[config.mk]
export PLATFORM = sky130hd
export DESIGN_NAME = ifmaps_window_feeder
export DESIGN_NICKNAME = d
export VERILOG_FILES = /design/src/rtl/ifmaps_window_feeder.sv
export SDC_FILE = /design/constraint.sdc
export NUM_CORES = 1
export LEC_CHECK = 0
export BUFFER_PORTS_ARGS = -buffer_cell sky130_fd_sc_hd__buf_2
export CAP_MARGIN = 20
export CORE_ASPECT_RATIO = 0.9
export CORE_MARGIN = 2
export CORE_UTILIZATION = 26
export CTS_CLUSTER_DIAMETER = 120
export CTS_CLUSTER_SIZE = 8
export DETAILED_ROUTE_END_ITERATION = 6
export GPL_TIMING_DRIVEN = 0
export HOLD_SLACK_MARGIN = 0.03
export SETUP_SLACK_MARGIN = 0.2
export SKIP_CTS_REPAIR_TIMING = 1
export SLEW_MARGIN = 10
export SYNTH_ARGS = -nofsm -noshare
export SYNTH_HDL_FRONTEND = slang
export SYNTH_SLANG_ARGS = --single-unit
[constraint.sdc]
create_clock -name clk -period 3.3 [get_ports clk]
set_input_delay 0.165 -clock clk [delete_from_list [all_inputs] [get_ports clk]]
set_output_delay 0.165 -clock clk [all_outputs]
set_load 0.1 [all_outputs]
[src/rtl/ifmaps_window_feeder.sv]
// Turns a raster pixel stream into 5-row column slices for the MAC ifmaps FIFO.
// Optional synchronous soft clear: define IFMAPS_WINDOW_FEEDER_SOFT_CLR_EN to add the soft_clr port.
module ifmaps_window_feeder #(
  parameter int DATA_WIDTH = 1,
  parameter int IMG_WIDTH  = 28,
  parameter int IMG_HEIGHT = 28,
  localparam int COL_W = $clog2(IMG_WIDTH),
  localparam int ROW_W = $clog2(IMG_HEIGHT)
) (
  input  logic                  clk,
  input  logic                  rst_n,
  input  logic [DATA_WIDTH-1:0] pix_in,
  input  logic                  pix_valid,
  output logic                  pix_ready,
  input  logic                  fifo_full,
`ifdef IFMAPS_WINDOW_FEEDER_SOFT_CLR_EN
  input  logic                  soft_clr,
`endif
  output logic [DATA_WIDTH-1:0] row0_out,
  output logic [DATA_WIDTH-1:0] row1_out,
  output logic [DATA_WIDTH-1:0] row2_out,
  output logic [DATA_WIDTH-1:0] row3_out,
  output logic [DATA_WIDTH-1:0] row4_out,
  output logic                  out_valid,
  output logic                  out_last,
  output logic [COL_W-1:0]      col_idx
);

  logic [COL_W-1:0] col_q, col_d;
  logic [ROW_W-1:0] row_q, row_d;
  logic             valid_q, valid_d;
  logic             last_q, last_d;
  logic [COL_W-1:0] col_idx_q, col_idx_d;
  logic [4:0][DATA_WIDTH-1:0] slice_q, slice_d;

  logic [DATA_WIDTH-1:0] lb0_q [IMG_WIDTH];
  logic [DATA_WIDTH-1:0] lb1_q [IMG_WIDTH];
  logic [DATA_WIDTH-1:0] lb2_q [IMG_WIDTH];
  logic [DATA_WIDTH-1:0] lb3_q [IMG_WIDTH];

  logic clr;
  logic adv;
  logic accept;
  logic col_last;
  logic row_last;

`ifdef IFMAPS_WINDOW_FEEDER_SOFT_CLR_EN
  assign clr = soft_clr;
`else
  assign clr = 1'b0;
`endif

  // The output register may be overwritten when empty or when the FIFO takes it this edge.
  assign adv       = ~valid_q | ~fifo_full;
  assign pix_ready = adv & ~clr;
  assign accept    = pix_valid & pix_ready;
  assign col_last  = (col_q == COL_W'(IMG_WIDTH - 1));
  assign row_last  = (row_q == ROW_W'(IMG_HEIGHT - 1));

  always_comb begin
    col_d     = col_q;
    row_d     = row_q;
    valid_d   = valid_q;
    last_d    = last_q;
    col_idx_d = col_idx_q;
    slice_d   = slice_q;
    if (clr) begin
      col_d     = '0;
      row_d     = '0;
      valid_d   = 1'b0;
      last_d    = 1'b0;
      col_idx_d = '0;
    end else if (accept) begin
      slice_d[0] = lb3_q[col_q];
      slice_d[1] = lb2_q[col_q];
      slice_d[2] = lb1_q[col_q];
      slice_d[3] = lb0_q[col_q];
      slice_d[4] = pix_in;
      col_idx_d  = col_q;
      valid_d    = (row_q >= ROW_W'(4));
      last_d     = row_last & col_last;
      if (col_last) begin
        col_d = '0;
        row_d = row_last ? '0 : row_q + 1'b1;
      end else begin
        col_d = col_q + 1'b1;
      end
    end else if (adv) begin
      valid_d = 1'b0;
      last_d  = 1'b0;
    end
  end

  always_ff @(posedge clk or negedge rst_n) begin
    if (!rst_n) begin
      col_q     <= '0;
      row_q     <= '0;
      valid_q   <= 1'b0;
      last_q    <= 1'b0;
      col_idx_q <= '0;
      slice_q   <= '0;
    end else begin
      col_q     <= col_d;
      row_q     <= row_d;
      valid_q   <= valid_d;
      last_q    <= last_d;
      col_idx_q <= col_idx_d;
      slice_q   <= slice_d;
    end
  end

  // Line buffers carry no reset; stale rows are masked by the row>=4 gate.
  always_ff @(posedge clk) begin
    if (accept) begin
      lb3_q[col_q] <= lb2_q[col_q];
      lb2_q[col_q] <= lb1_q[col_q];
      lb1_q[col_q] <= lb0_q[col_q];
      lb0_q[col_q] <= pix_in;
    end
  end

  assign row0_out  = slice_q[0];
  assign row1_out  = slice_q[1];
  assign row2_out  = slice_q[2];
  assign row3_out  = slice_q[3];
  assign row4_out  = slice_q[4];
  assign out_valid = valid_q;
  assign out_last  = last_q;
  assign col_idx   = col_idx_q;

endmodule
After elaboration in Yosys (flattened, before gate mapping)

Memory sizes are Yosys's and may differ from the RTL's. A register that Yosys moved wholly into a read port is not among the register bits.
Index checks and enable logic that the tools add are counted.

$add $sub $neg: 2
Magnitude comparators: 1
Equality and inequality tests: 2
Muxes and demuxes: 7
Bitwise operators: 5
Reductions and logical operators: 3

Operators by type and width:

| operator            | count |
|---|---|
| $add 5x1->5 const B | 2 |
| $eq 5x5->1 const B  | 2 |
| $mux 5              | 2 |
| $ge 5x3->1 const B  | 1 |
| $mux 1              | 5 |
| $and 1x1->1         | 2 |
| $not 1->1           | 2 |
| $reduce_and 2->1    | 1 |
| $reduce_bool 2->1   | 1 |
| $logic_not 1->1     | 1 |
| $or 1x1->1          | 1 |

Bits in registers: 21
Bits in writable memories: 112
Bits of input ports: 5
Word-level logic and storage cells: 33
Memories: 4

Memory list:

| name  | words | bits a word | read ports | clocked after Yosys merged registers in | wr ports | RTL line | source |
|---|---|---|---|---|---|---|---|
| lb0_q | 28    | 1           | 1          | 0                                       | 1        | 36       | `logic [DATA_WIDTH-1:0] lb0_q [IMG_WIDTH];` |
| lb1_q | 28    | 1           | 1          | 0                                       | 1        | 37       | `logic [DATA_WIDTH-1:0] lb1_q [IMG_WIDTH];` |
| lb2_q | 28    | 1           | 1          | 0                                       | 1        | 38       | `logic [DATA_WIDTH-1:0] lb2_q [IMG_WIDTH];` |
| lb3_q | 28    | 1           | 1          | 1                                       | 1        | 39       | `logic [DATA_WIDTH-1:0] lb3_q [IMG_WIDTH];` |

Depth between registers and ports, before layout

Gate-level depths: netlist of run 1.

Depth in word-level cells: 5
Mapped depth: 8
Depth with buffers taken out: 6

Worst setup path before layout of run 1

OpenSTA, ideal clock, no wires.

Path kind: reg2reg
From: register col_q[0]
To: register slice_q, in the netlist row3_out (read register of lb0_q)
Setup time: 126 ps
Data arrival time: 2341 ps
Path slack: 833 ps
Stages on the path, launching flop included: 7
Path buffers: 1
Cells stage by stage: dfrtp_1 -> buf_6 -> mux4_2 -> nor2b_1 -> nor4_1 -> nand3_1 -> mux2_4

Longest elaborated chain between the ends: 1

RTL lines:

| item                   | RTL line | source |
|---|---|---|
| start, declared        | 29       | `logic [COL_W-1:0] col_q, col_d;` |
| start signal, assigned | 103      | `col_q <= col_d;` |
| $mem_v2 28x1           | n/a      |  |
| end, declared          | 34       | `logic [4:0][DATA_WIDTH-1:0] slice_q, slice_d;` |

No other way between the ends.
A chain may end at the register's enable or synchronous reset.

Final worst setup path of run 1

From: register col_q[0]
To: register slice_q, in the netlist row2_out (read register of lb1_q)

Longest elaborated chain between the ends: 1

RTL lines:

| item |
|---|
| $mem_v2 28x1 |

No other way between the ends.

==> results of run 1 <==
metrics by stage:
stage	std cells	total power, mW	hold slack [ns]	setup WS (ns)
2_1_floorplan	352	4.13	-0.131	0.833
3_3_place_gp	655	4.75	0.153	-0.188
3_5_place_dp	655	4.83	0.166	-0.356
4_1_cts	687	6.72	-0.287	-0.358
5_1_grt	692	7.11	0.0315	0.199
6_report	692	6.78	0.0248	0.332
routing by layer:
layer  GRT usage (%)  vias to the layer above  part of all wire [%]
li1                -                     1428                     -
met1            15.2                     1607                    46
met2            17.8                       88                    48
met3            3.59                       14                   5.3
met4            4.69                        0                   1.4
met5               0                        -                     0
power by group through the flow:
stage          clock network (mW)  registers, mW  logic (mW)
4_1_cts                      1.92           2.55        2.26
5_1_grt                      2.01           2.54        2.55
6_report                     1.89           2.52        2.37
3_3_place_gp                    0           2.56        2.19
3_5_place_dp                    0           2.58        2.25
2_1_floorplan                   0           2.94        1.19
layout make-up:
class	instances	area, µm²
Multi-Input combinational cell	191	1530
Clock buffer	19	433
Tap cell	286	358
Inverter	11	41.3
Timing Repair Buffer	21	130
Buffer	17	90.1
Fill cell	2037	14200
Sequential cell	134	3910
Clock inverter	13	161
cell families after synthesis:
kind of cell | after synthesis | share of synthesized area (%)
multiplexers | 55 | 13.1
flip-flops | 134 | 70.6
buffers and inverters | 28 | 2.37
XOR/XNOR | 3 | 0.474
adder cells (fa/ha/maj) | 7 | 1.58
AND/OR/NAND/NOR | 91 | 7.99
AO/OA/AOI/OAI | 34 | 3.93
cell usage after synthesis (2+ instances only):
cell | instances | share of area [%]
mux2i_1 | 33 | 6.0
or4bb_1 | 2 | 0.41
o21ai_0 | 12 | 1.1
nor3_1 | 4 | 0.36
a21oi_1 | 3 | 0.27
o221ai_1 | 3 | 0.47
o31ai_1 | 2 | 0.27
or3_1 | 3 | 0.34
buf_2 | 6 | 0.54
nor4_1 | 2 | 0.23
mux2_2 | 9 | 1.8
nand2b_1 | 2 | 0.23
nor2b_1 | 7 | 0.79
o22ai_1 | 6 | 0.68
nand3_1 | 10 | 0.90
nand2_1 | 22 | 1.5
buf_6 | 2 | 0.41
dfrtp_1 | 22 | 9.9
a22oi_1 | 4 | 0.54
inv_1 | 10 | 0.68
mux4_1 | 2 | 0.95
nor2_1 | 31 | 2.1
mux4_2 | 10 | 4.1
edfxtp_1 | 112 | 61
ha_1 | 7 | 1.6
clkbuf_1 | 8 | 0.54
nand4b_1 | 2 | 0.32
or3b_2 | 2 | 0.32
xnor2_1 | 2 | 0.32
state kept, by name, summed over array words and instances (netlist names):
name / cells
col_idx: 5
row4_out: 1
col_q: 5
out_valid: 1
lb3_q: 28
lb1_q: 28
lb0_q: 28
row_q: 5
row2_out: 1
row3_out: 1
out_last: 1
row0_out: 1
row1_out: 1
lb2_q: 28
worst max-delay path, stage by stage, from the launching register on:
cell	delay (ns)
dfrtp_1	0.54
buf_6	0.25
buf_2	0.37
mux2i_1	0.35
o221ai_1	0.18
a211o_1	0.70
mux2_2	0.44
worst paths after layout:
check	slack, ns	depth (start not counted)	endpoint
worst min register to register	0.51	1	row2_out
max in group asynchronous	2.70	2	col_idx[1]
worst max-delay path	0.33	6	row2_out
worst min-delay path	0.02	3	out_last
worst max register to register	0.33	6	row2_out
min in group asynchronous	0.25	2	col_q[4]
==> results.cfg, run 1 <==
[layout]
final_area_mm2 = 0.00666
drive_gt1_share_pct = 19.5
syn_to_final_growth_pct = 20.1
final_util_pct = 32.0
final_common_cell = edfxtp_1
antennaDiodeCount = 0
nets = 405
final_cell_mix = edfxtp_1 (112), mux2i_1 (33), nor2_1 (31)

[synthesis]
async_flop_share_pct = 16.4
ys_ff_latch = 134
ys_warn_count = 0
synthesis.area_mm2 = 0.00554
synth_edf_count = 112
avgSynthCellArea_um2 = 15.8
synth_fp_nets = 364
ys_types = 41
ys_seq_area_share_pct = 70.6
synth_flop_cell = edfxtp_1
syn_inst = 352

[drt]
ant_nets = 0
first_pass_iters = 5
wirelength_um = 12100
wl_per_cell_um = 17.4
viasPerCell = 4.53
drtIter0Drc = 246
drc = 0
num_vias = 3137

[clock_tree]
cts_max_level = 4
cts_buffer_depth = 2
clock-root-buffer = clkbuf_16
cts_buffers = 17
path_clk_slew_ns = 0.05
cts_sinks = 134
insertion_delay_ns = 0.42
cts_tree = built

[die]
initial_core_util_pct = 26.6
row_count = 50
io_pins = 18
die_x_um = 158
die_h_um = 143
coreArea_mm2 = 0.0208
die_area_mm2 = 0.0225

[sta]
hold_viol = 0
finalCriticalPeriod_ns = 2.97
tns_ns = 0
slew_viol_final = 0
slew_headroom_pct = 34.4
fmax_mhz = 337
period_share_pct = 89.9
clock-skew-final_ns = 0.00842
rsz0062_at_grt = yes
setup_viol = 0
worstMarginPinSlew_ns = 0.985

[grt]
grt_antenna_before_repair = 0
groute.usage.overall_pct = 11.6
grt-ovfl-total = 0
grt_pass1_vias = 3240
grt_max_degree = 30
grt_pass1_wl_um = 18800

[setup_path]
required_ns = 3.60
crit_type = reg2reg
worstPathArrival_ns = 3.27
startpoint_type = flop
cp-startpoint = col_q[0]
end_kind = flop
cp_max_fo = 29
r2r_start = col_q[0]

[placement]
gp_congestion = 0.859
hpwlAfterDp_um = 7710
io_buffers = 17
post_dp_cell_area_mm2 = 0.00599

[min_path]
hp-class = in2reg
min_from = fifo_full

[pwr]
p_comb_share_pct = 34.9
p_switching_mw = 2.45
seqPwrFrac_pct = 37.2
p_clk_share_pct = 27.9
leakage_nw = 2.32
internal-power_mw = 4.33
switching_share_pct = 36.2
vdd_drop_max_uv = 756
p_per_area_mw_per_mm2 = 1020

[job]
cap_violations = 0

[outcome]
outcome = completed
Power figures use the tool's default switching activity.
==> run 2: changes to the inputs <==
- ABC_AREA: unset -> 0
- CORE_MARGIN: 2 -> 1.5
==> results.cfg, run 2 (synthesized netlist as in run 1, its figures left out) <==
[outcome]
outcome = completed

[sta]
rsz0062_at_grt = no
finalCriticalPeriod_ns = 2.85
fmax_mhz = 351
clock-skew-final_ns = 0.0129
slew_viol_final = 0
period_share_pct = 86.2
holdWs_ns = 0.237
worstMarginPinSlew_ns = 0.741
tns_ns = 0
setup_viol = 0
fin_ws_ns = 0.455
hold_viol = 0
slew_headroom_pct = 50.2

[setup_path]
crit_type = reg2reg
cp_max_fo = 20
r2r_slack_ns = 0.45
rr_endpoint = lb3_q[16]
rr_worst_depth = 7
required_ns = 3.46
startpoint_type = flop
end_kind = flop
r2r_start = col_q[0]
worstPathArrival_ns = 3.01

[grt]
groute.usage.overall_pct = 11.7
grt_use_met3_pct = 3.08
grt_use_met1_pct = 15.9
grtUsageMet2_pct = 17.2
grt_antenna_before_repair = 0
grt_pass1_vias = 3189
busiest_layer = met2
grt_max_degree = 30
grt_pass1_wl_um = 18500
grt-ovfl-total = 0

[pwr]
finalPower_mw = 6.85
leakage_nw = 2.34
vdd_drop_max_uv = 759
internal-power_mw = 4.41
seqPwrFrac_pct = 36.7
p_per_area_mw_per_mm2 = 1020
switching_share_pct = 35.5
p_switching_mw = 2.43
p_comb_share_pct = 34.2
p_clk_share_pct = 29.1

[drt]
wirelength_um = 11900
wl_per_cell_um = 17.2
drc = 0
first_pass_iters = 5
ant_nets = 0
drtIter0Drc = 235
viasPerCell = 4.53
num_vias = 3145

[placement]
post_dp_cell_area_mm2 = 0.00599
place_inst = 655
hpwlAfterDp_um = 7710
io_buffers = 17
gp_congestion = 0.840
pre_cts_ws_ns = -0.424

[layout]
nFillCells = 2009
final_area_mm2 = 0.00671
final_common_cell = edfxtp_1
final_util_pct = 32.2
nets = 407
drive_gt1_share_pct = 21.1
antennaDiodeCount = 0
final_cell_mix = edfxtp_1 (112), mux2i_1 (33), nor2_1 (31)
fin_cells = 694
syn_to_final_growth_pct = 21.0

[die]
coreArea_mm2 = 0.0208
io_pins = 18
die_h_um = 142
initial_core_util_pct = 26.6
die_area_mm2 = 0.0222
row_count = 50
die_x_um = 157

[clock_tree]
insertion_delay_ns = 0.43
cts_tree = built
cts_max_level = 4
cts_buffer_depth = 2
path_clk_slew_ns = 0.06
cts_sinks = 134
cts_buffers = 17
clock-root-buffer = clkbuf_16

[job]
cap_violations = 0

[min_path]
hp-class = in2async
## run 2: worst max path at each step
stage                end  depth (start not counted)  slack [ns]     start
6_report       lb3_q[16]                          7        0.45  col_q[0]
5_1_grt         row3_out                          9        0.28  col_q[0]
4_1_cts         row3_out                          8       -0.43  col_q[0]
3_5_place_dp    row3_out                          8       -0.42  col_q[0]
3_3_place_gp    row3_out                          8       -0.26  col_q[0]
2_1_floorplan   row3_out                          6        0.83  col_q[0]
## run 2: layout make-up
class                   instances  area, µm²  area share (%)
flip-flops and latches        134       3910            58.3
multi-input cells             190       1510            22.5
clock buffers                  19        453            6.75
well taps                     286        358            5.33
clock inverters                13        178            2.65
repair buffers                 24        163            2.42
plain buffers                  17       92.6            1.38
inverters                      11       41.3           0.615
## run 2: per-layer routing
metal | routed length [µm] | up-vias
met5 | 0 | -
met1 | 5550 | 1589
met4 | 189 | 0
met2 | 5610 | 107
li1 | - | 1433
met3 | 586 | 16
## run 2: critical path, stage by stage (launching register included)
cell     delay [ns]
dfrtp_1        0.54
buf_6          0.25
buf_2          0.36
mux2i_1        0.31
o22ai_1        0.13
o31ai_1        0.43
nand3_2        0.30
buf_8          0.25
## run 2: power by group through the flow
stage	clock network (mW)	registers (mW)	logic (mW)
3_3_place_gp	0	2.57	2.18
5_1_grt	2.10	2.54	2.54
3_5_place_dp	0	2.58	2.22
6_report	1.99	2.51	2.34
4_1_cts	2.03	2.55	2.23
2_1_floorplan	0	2.94	1.19
==> run 3: changes to the inputs <==
- PLACE_DENSITY: unset -> 0.47
==> results.cfg, run 3 (synthesized netlist as in run 1, its figures left out) <==
[sta]
worstMarginPinSlew_ns = 0.962
tns_ns = 0
period_share_pct = 93.2
fmax_mhz = 325
slew_viol_final = 0
clock-skew-final_ns = 0.0127
slew_headroom_pct = 35.9
hold_viol = 0
setup_viol = 0
rsz0062_at_grt = yes
fin_ws_ns = 0.225
finalCriticalPeriod_ns = 3.07

[job]
cap_violations = 0

[setup_path]
critPathMostFrequentCell = buf_6
end_kind = flop
path_cells = buf_6 > buf_4 > buf_6 > mux2i_1 > o22ai_1 > nor4_2 > nand3_2
r2r_start = col_q[0]
critPathSlowestCell = dfrtp_1
worstPathArrival_ns = 3.11
cp_slowest_stage_delay_ns = 0.51
startpoint_type = flop
cp_max_fo = 14
rr_worst_depth = 7
required_ns = 3.33
crit_type = reg2reg
rr_endpoint = lb1_q[15]
r2r_slack_ns = 0.23

[drt]
viasPerCell = 4.49
ant_nets = 0
drc = 0
first_pass_iters = 4
wl_per_cell_um = 18.2
drtIter0Drc = 192
wirelength_um = 12600
num_vias = 3108

[die]
row_count = 50
die_x_um = 157
initial_core_util_pct = 26.6
die_h_um = 142
io_pins = 18
die_area_mm2 = 0.0222
coreArea_mm2 = 0.0208

[pwr]
p_per_area_mw_per_mm2 = 996
finalPower_mw = 6.58
seqPwrFrac_pct = 38.2
switching_share_pct = 37.2
leakage_nw = 2.29
internal-power_mw = 4.13
p_comb_share_pct = 35.9
vdd_drop_max_uv = 680
p_clk_share_pct = 25.9
p_switching_mw = 2.44

[clock_tree]
cts_buffers = 17
cts_buffer_depth = 2
path_clk_slew_ns = 0.05
cts_tree = built
cts_max_level = 4
insertion_delay_ns = 0.42
cts_sinks = 134
clock-root-buffer = clkbuf_16

[layout]
multi_input_area_mm2 = 0.00153
fin_cells = 692
final_cell_mix = edfxtp_1 (112), mux2i_1 (33), nor2_1 (31)
antennaDiodeCount = 0
nFillCells = 2034
nets = 405
final_common_cell = edfxtp_1
drive_gt1_share_pct = 19.2
syn_to_final_growth_pct = 19.1
regArea_mm2 = 0.00391

[grt]
groute.usage.overall_pct = 12.1
grt_max_degree = 30
grt_antenna_before_repair = 0
grt-ovfl-total = 0
grt_pass1_vias = 3184
grt_pass1_wl_um = 19000

[placement]
io_buffers = 17
gp_congestion = 0.768
place_inst = 655
hpwlAfterDp_um = 8090
pre_cts_ws_ns = -0.463

[min_path]
hp-class = in2reg
hold_end = out_last
min_from = fifo_full
holdPathStages = 3

[outcome]
outcome = completed
==> run 3: cell count changes in the layout (fill, tap and decap cells not counted), moves of 2 or more <==
| cell | change |
|---|---|
| bufinv_16 | -4 |
| clkbuf_1 | +6 |
| clkbuf_8 | +3 |
| clkinv_2 | -2 |
| clkinvlp_4 | -3 |
==> run 3: power by group through the flow <==
stage / logic [mW] / clock network, mW / registers (mW)
final: 2.36 / 1.70 / 2.51
after global routing: 2.55 / 1.81 / 2.53
after CTS: 2.27 / 1.74 / 2.54
after detailed placement: 2.27 / 0 / 2.57
after global placement: 2.24 / 0 / 2.56
after floorplan: 1.19 / 0 / 2.94
==> run 3: how the worst max path moves through the flow <==
stage / from / to / slack [ns] / depth (start not counted)
floorplan: col_q[0] / row3_out / 0.83 / 6
global placement: col_q[0] / row3_out / -0.37 / 8
detailed placement: col_q[0] / row3_out / -0.46 / 8
CTS: col_q[0] / row3_out / -0.43 / 8
global route: col_q[0] / lb1_q[10] / 0.06 / 7
finish: col_q[0] / lb1_q[15] / 0.23 / 7
==> run 3: area by class of cell <==
cell class / count / area share (%)
Buffer: 17 / 1.36
Clock buffer: 28 / 7.83
Tap cell: 286 / 5.42
Sequential cell: 134 / 59.3
Inverter: 11 / 0.625
Multi-Input combinational cell: 191 / 23.2
Timing Repair Buffer: 21 / 1.97
Clock inverter: 4 / 0.303
==> run 3: layer usage <==
metal / up-vias / GRT usage [%] / wire length [µm]
met5: - / 0 / 0
met4: 0 / 5.81 / 228
met3: 17 / 3.12 / 657
met2: 71 / 18.3 / 5960
met1: 1593 / 16.0 / 5740
li1: 1427 / - / -
==> run 3: worst max-delay path: cells and delay by family (launching register included) <==
kind            cells  cell delay (ns)
flops               1             0.51
mux                 1             0.38
compound gates      1             0.14
buf+inv             3             0.77
simple gates        2             0.87
==> run 3: through the flow <==
stage,hold WS (ns),utilization (%),cell area (µm²)
2_1_floorplan,-0.131,-,5540
5_1_grt,0.0553,31.7,6600
3_3_place_gp,0.164,28.7,5990
3_5_place_dp,0.169,28.7,5990
6_report,0.0276,31.7,6600
4_1_cts,-0.290,31.3,6520
